--- src/rtl/toast_pipeline_ctrl.sv ---
// -----------------------------------------------------------------------------
// toast_pipeline_ctrl
//
// Hazard and control sequencer for a 5-stage in-order core. It decides when
// the front end must hold (load-use hazard, data memory wait, halt), when the
// front end must be squashed (taken branch, resume from halt), and when the
// back end must hold (data memory wait). It also keeps a saturating count of
// stall cycles for performance monitoring.
//
// Ports
//   clk_i              clock
//   reset_i            asynchronous active-high reset
//   IF_rs1_addr_i      rs1 field of the instruction entering ID
//   IF_rs2_addr_i      rs2 field of the instruction entering ID
//   ID_mem_rd_en_i     instruction in the ID->EX register is a load
//   ID_rd_addr_i       rd of the instruction in the ID->EX register
//   ID_exception_i     ECALL/EBREAK in the ID->EX register
//   EX_branch_taken_i  taken branch or jump resolved in EX
//   MEM_req_i          data memory access active in MEM
//   MEM_ready_i        data memory access completes this cycle
//   resume_i           debug resume pulse
//   clr_cnt_i          synchronous clear of the stall counter
//   stall_o            hold PC, IF->ID and ID->EX (combinational)
//   flush_o            squash IF->ID and ID->EX (combinational)
//   mem_stall_o        hold EX->MEM and MEM->WB (combinational)
//   halt_o             core halted on exception (registered)
//   state_o            current FSM state (registered)
//   stall_cnt_o        saturating count of cycles with stall_o=1 (registered)
// -----------------------------------------------------------------------------
module toast_pipeline_ctrl #(
    parameter int REGFILE_ADDR_WIDTH = 5,
    parameter int CNT_WIDTH          = 16
) (
    input  logic                          clk_i,
    input  logic                          reset_i,
    input  logic [REGFILE_ADDR_WIDTH-1:0] IF_rs1_addr_i,
    input  logic [REGFILE_ADDR_WIDTH-1:0] IF_rs2_addr_i,
    input  logic                          ID_mem_rd_en_i,
    input  logic [REGFILE_ADDR_WIDTH-1:0] ID_rd_addr_i,
    input  logic                          ID_exception_i,
    input  logic                          EX_branch_taken_i,
    input  logic                          MEM_req_i,
    input  logic                          MEM_ready_i,
    input  logic                          resume_i,
    input  logic                          clr_cnt_i,
    output logic                          stall_o,
    output logic                          flush_o,
    output logic                          mem_stall_o,
    output logic                          halt_o,
    output logic [2:0]                    state_o,
    output logic [CNT_WIDTH-1:0]          stall_cnt_o
);

    typedef enum logic [2:0] {
        RUN      = 3'd0,
        MEM_WAIT = 3'd1,
        FLUSH    = 3'd2,
        HALT     = 3'd3
    } state_t;

    localparam logic [REGFILE_ADDR_WIDTH-1:0] REG_ZERO = {REGFILE_ADDR_WIDTH{1'b0}};
    localparam logic [CNT_WIDTH-1:0]          CNT_MAX  = {CNT_WIDTH{1'b1}};
    localparam logic [CNT_WIDTH-1:0]          CNT_ONE  = {{(CNT_WIDTH-1){1'b0}}, 1'b1};

    state_t                 state_r;
    state_t                 next_state_s;
    logic                   halt_r;
    logic [CNT_WIDTH-1:0]   stall_cnt_r;
    logic                   stall_s;
    logic                   flush_s;
    logic                   mem_stall_s;
    logic                   load_use_s;
    logic                   mem_busy_s;

    // Hazard detection: load result needed by the very next instruction (x0 never hazards)
    always_comb begin
        load_use_s = ID_mem_rd_en_i & (ID_rd_addr_i != REG_ZERO) &
                     ((ID_rd_addr_i == IF_rs1_addr_i) | (ID_rd_addr_i == IF_rs2_addr_i));
        mem_busy_s = MEM_req_i & ~MEM_ready_i;
    end

    // Next-state and combinational pipeline-control outputs
    always_comb begin
        next_state_s = state_r;
        stall_s      = 1'b0;
        flush_s      = 1'b0;
        mem_stall_s  = 1'b0;
        if (reset_i) begin
            // Outputs must be quiet while reset is held, whatever the inputs do
            next_state_s = RUN;
        end else begin
            case (state_r)
                RUN: begin
                    if (mem_busy_s) begin
                        stall_s      = 1'b1;
                        mem_stall_s  = 1'b1;
                        next_state_s = MEM_WAIT;
                    end else if (EX_branch_taken_i) begin
                        // A coincident exception is on the wrong path and is dropped here
                        flush_s      = 1'b1;
                        next_state_s = FLUSH;
                    end else if (ID_exception_i) begin
                        next_state_s = HALT;
                    end else if (load_use_s) begin
                        stall_s      = 1'b1;
                        next_state_s = RUN;
                    end else begin
                        next_state_s = RUN;
                    end
                end
                MEM_WAIT: begin
                    if (MEM_ready_i) begin
                        // Access completes now, so both pipeline halves may advance
                        next_state_s = RUN;
                    end else begin
                        stall_s      = 1'b1;
                        mem_stall_s  = mem_busy_s;
                        next_state_s = MEM_WAIT;
                    end
                end
                FLUSH: begin
                    flush_s = 1'b1;
                    if (EX_branch_taken_i) begin
                        next_state_s = FLUSH;
                    end else begin
                        next_state_s = RUN;
                    end
                end
                HALT: begin
                    stall_s = 1'b1;
                    if (resume_i) begin
                        // Squash the halted instruction on the way out
                        next_state_s = FLUSH;
                    end else begin
                        next_state_s = HALT;
                    end
                end
                default: begin
                    next_state_s = RUN;
                end
            endcase
        end
    end

    // FSM state register
    always_ff @(posedge clk_i or posedge reset_i) begin
        if (reset_i) begin
            state_r <= RUN;
        end else begin
            state_r <= next_state_s;
        end
    end

    // Halt flag register, aligned with entry to and exit from HALT
    always_ff @(posedge clk_i or posedge reset_i) begin
        if (reset_i) begin
            halt_r <= 1'b0;
        end else begin
            halt_r <= (next_state_s == HALT);
        end
    end

    // Saturating stall-cycle counter; clear has priority over counting
    always_ff @(posedge clk_i or posedge reset_i) begin
        if (reset_i) begin
            stall_cnt_r <= {CNT_WIDTH{1'b0}};
        end else if (clr_cnt_i) begin
            stall_cnt_r <= {CNT_WIDTH{1'b0}};
        end else if (stall_s && (stall_cnt_r != CNT_MAX)) begin
            stall_cnt_r <= stall_cnt_r + CNT_ONE;
        end else begin
            stall_cnt_r <= stall_cnt_r;
        end
    end

    assign stall_o     = stall_s;
    assign flush_o     = flush_s;
    assign mem_stall_o = mem_stall_s;
    assign halt_o      = halt_r;
    assign state_o     = state_r;
    assign stall_cnt_o = stall_cnt_r;

endmodule
--- config.mk ---
export PLATFORM = sky130hd
export DESIGN_NAME = toast_pipeline_ctrl
export DESIGN_NICKNAME = d
export VERILOG_FILES = /design/src/rtl/toast_pipeline_ctrl.sv
export SDC_FILE = /design/constraint.sdc
export NUM_CORES = 1
export LEC_CHECK = 0
export CORE_ASPECT_RATIO = 1.25
export CORE_MARGIN = 2
export CORE_UTILIZATION = 35
export DETAILED_ROUTE_END_ITERATION = 8
export PLACE_DENSITY = 0.72
export SKIP_LAST_GASP = 1
export SLEW_MARGIN = 5
export SYNTH_ARGS = -nofsm -noshare
export SYNTH_HDL_FRONTEND = slang
export SYNTH_SLANG_ARGS = --single-unit
--- constraint.sdc ---
create_clock -name clk_i -period 1.8 [get_ports clk_i]
set_clock_uncertainty 0.1 [all_clocks]
set_input_delay 0.27 -clock clk_i [delete_from_list [all_inputs] [get_ports clk_i]]
set_output_delay 0.27 -clock clk_i [all_outputs]
set_load 0.1 [all_outputs]
==> results.md <==
- Met1 WL: 1579 um
- CP peak stage delay: 0.51 ns
- Gp weighted congestion: 0.9032
- IO Port Bufs: 45
- Pwr per Cell Area: 495.8 nW/um2
- Syn Inst Count: 143
- Filler Cell Count: 250
- Antenna cells: 0
- Mapped cell area: 1274 um2
- DR DRC count: 0
- Die Wd: 57.96 um
- Setup CP Type: reg2reg
- CP max stage cell: or4_1
- Via count: 1,459
- DR WL/cell: 16.32 um
- Highest routed layer: met4
- Number of global-route vias before repair: 1,557
- Critical Path Start Type: flop
- Synth unique cells: 40
- CTS sink count: 19
- Post-route setup slack: -0.3581 ns
- Routed Antenna Nets: 0
- Final Max Slew Viols: 0
- Peak Freq: 0.4634 GHz
- Status: finished, violations left
- Clock Pin Slew Worst Setup and Hold Paths: 0.07 ns
- Synth Area per Inst: 8.907 um2
- Row cnt: 24
- Reg2reg path depth: 7
- CP required: 1.88 ns
- Vias/cell: 5.485
- Area taken by multi-input logic gates: 867.1 um2
- Post-CTS Hold Buffers: 0
- Die Area: 4141 um2
- Final hold violation count: 0
- Routed WL: 4340 um
- VDD IR max: 0.4917 mV
- DRT iter0 DRCs: 54
- Share of layout cells above drive strength 1: 49.34%
- Crit path from: stall_cnt_o[0]
- Pre-antenna DRT Iters: 4
- Placed insts: 253
- Ratio of final minimum period to clock period: 119.9%
- Root Driver: clkbuf_8
- Crit-path max FO: 5
- FF+latch count, synth: 19
- Clock Latency Late Sink: 0.26 ns
- First-pass GRT wire length: 6962 um
- Leakage power: 0.9433 nW
- Initial antenna violation count: 0
- Max-cap violations: 0
- Storage element area: 515.5 um2
- Die H: 71.45 um
- Dpl hpwl: 2997 um
- Syn-to-layout area delta: 94.40%
- Synth Net Count: 168
- Clock Path Buffers: 2
- HP Class: in2async
- Crit path time final: 2.158 ns
- GR Overflow Total: 0
- Violated checks: setup timing
- Layout Cells excl Fill: 266
- RSZ-0062 raised after global routing: true
- Pin count of the biggest net entering global routing: 20
- DR WL met3: 297 um
- Io pins: 47
- Core Area: 3483 um2
- FF-to-FF setup slack: -0.36 ns
- Routed wl met2: 2329 um
- Crit end category: flop
- H-tree depth: 1
- Nets@finish: 253
- Data arrival, critical path: 2.24 ns
- TritonCTS buffer count: 3
- Crit-path cells: ha_4, nand4_1, nor2_2, a21oi_2, a31oi_2, or4_1, a21oi_1
- Seq/Total Area, Yosys: 37.33%
- Synth Warn #: 0
- Initial Utilization: 36.57%
- Crit Reg-Reg Endpoint: stall_cnt_o[13]
- CTS tree: built
- Launch point of the worst reg-to-reg path: stall_cnt_o[0]
- Final setup fails: 18
- CP endpoint: stall_cnt_o[13]
- Setup TNS: -4.801 ns
- Overall routing resource usage: 21.34%
[through the flow]
stage	setup slack [ns]	hold WS, ns	total power, mW	cell area, um2	util, %
after floorplan	-0.3974	0.1285	0.7126	1355	-
after global placement	-0.6027	0.5551	0.8825	2270	65.16
after detailed placement	-0.6999	0.5612	0.8938	2270	65.16
after CTS	-0.2930	0.4292	1.214	2417	69.40
after global routing	-0.4377	0.4659	1.277	2476	71.08
final	-0.3581	0.4279	1.228	2476	71.08
[critical path: cells and delay by family (launching register included)]
family / cells / cell delay [ns]
AND/OR/NAND/NOR: 3 / 0.70
AO/OA/AOI/OAI: 3 / 0.61
adder cells (fa/ha/maj): 1 / 0.17
flip-flops: 1 / 0.49
[report_power, final]
group / switching (mW) / total [mW] / internal, mW
Combinational: 0.275 / 0.478 / 0.203
Sequential: 0.0121 / 0.453 / 0.441
Clock: 0.139 / 0.297 / 0.158
Total: 0.426 / 1.23 / 0.802
[metal layers]
layer	vias up	GRT usage, %
met4	0	9.044
met2	69	39.27
li1	689	-
met3	16	3.791
met5	-	0
met1	685	23.56
[cells in the mapped netlist]
cell type,instances,area share (%)
a211oi_1,1,0.59
a21bo_2,1,0.79
a21oi_1,16,6.3
a21oi_2,1,0.69
a31oi_4,1,1.7
and2_1,1,0.49
and3_1,2,0.98
and4_1,1,0.69
buf_1,2,0.59
buf_4,1,0.59
buf_6,3,2.7
clkbuf_1,1,0.29
conb_1,1,0.29
dfrtp_1,19,37
ha_1,1,0.98
inv_1,6,1.8
mux2_1,1,0.88
mux2i_1,1,0.79
nand2_1,10,2.9
nand2b_1,1,0.49
nand3_1,8,3.1
nand4_1,3,1.5
nor2_1,9,2.7
nor2_2,2,0.98
nor2b_1,3,1.5
nor3_1,4,1.6
nor3b_1,1,0.59
nor4b_4,1,1.9
o21ai_0,2,0.79
o21ai_1,7,2.8
o221ai_1,1,0.69
o22ai_4,1,1.6
o31ai_1,5,2.9
o41ai_1,1,0.69
or2_2,1,0.49
or3_1,5,2.5
or4_1,5,2.9
or4b_1,2,1.6
xnor2_1,10,6.9
xor2_1,1,0.69
[sequential cells by signal, indices dropped and copies added (netlist names)]
| name | cells |
|---|---|
| state_o | 2 |
| stall_cnt_o | 16 |
| halt_o | 1 |
[worst min-delay path by stage]
stage | endpoint | slack (ns) | depth (start not counted)
6_report | stall_cnt_o[1] | 0.43 | 3
2_1_floorplan | halt_o | 0.13 | 1
5_1_grt | stall_cnt_o[1] | 0.47 | 3
3_3_place_gp | stall_cnt_o[13] | 0.56 | 3
4_1_cts | stall_cnt_o[1] | 0.43 | 3
3_5_place_dp | stall_cnt_o[13] | 0.56 | 3
[cell type report]
type	instances	share of cell area [%]
multi-input combinational	113	35.02
timing repair buffer	85	39.46
inverter	6	0.9096
clock buffer	4	1.819
sequential	19	20.82
tap	39	1.971
[cells in the final DEF, fill, tap and decap left out, drive strengths merged, types with 2 or more instances in the layout]
| cell | Yosys | routed |
|---|---|---|
| or4b | 2 | 2 |
| clkbuf | 1 | 4 |
| a31oi | 1 | 3 |
| nand3 | 8 | 8 |
| nor2b | 3 | 3 |
| o31ai | 5 | 5 |
| nor2 | 11 | 11 |
| a21oi | 17 | 17 |
| clkdlybuf4s50 | 0 | 16 |
| dlygate4sd2 | 0 | 7 |
| nand4 | 3 | 3 |
| nand2 | 10 | 10 |
| or4 | 5 | 5 |
| inv | 6 | 6 |
| and3 | 2 | 2 |
| xnor2 | 10 | 10 |
| nor3 | 4 | 4 |
| buf | 6 | 62 |
| dfrtp | 19 | 19 |
| or3 | 5 | 5 |
| o21ai | 9 | 9 |
[cell families after synthesis]
family / Yosys count / share of synthesized area, %
fa+ha+maj: 1 / 0.9822
compound gates: 37 / 19.45
other cells: 1 / 0.2944
buf+inv: 13 / 5.894
xor+xnor: 11 / 7.564
simple gates: 59 / 26.82
mux: 2 / 1.670
flops: 19 / 37.33
[repair_timing]
item                                    in CTS  in global routing
buffers inserted                             6                  1
gates cloned                                 2                  0
pin swaps                                    9                  4
endpoints found under the setup margin      18                 19
resized for setup                           16                 14
No activity file was read; power rests on OpenSTA's default activity.
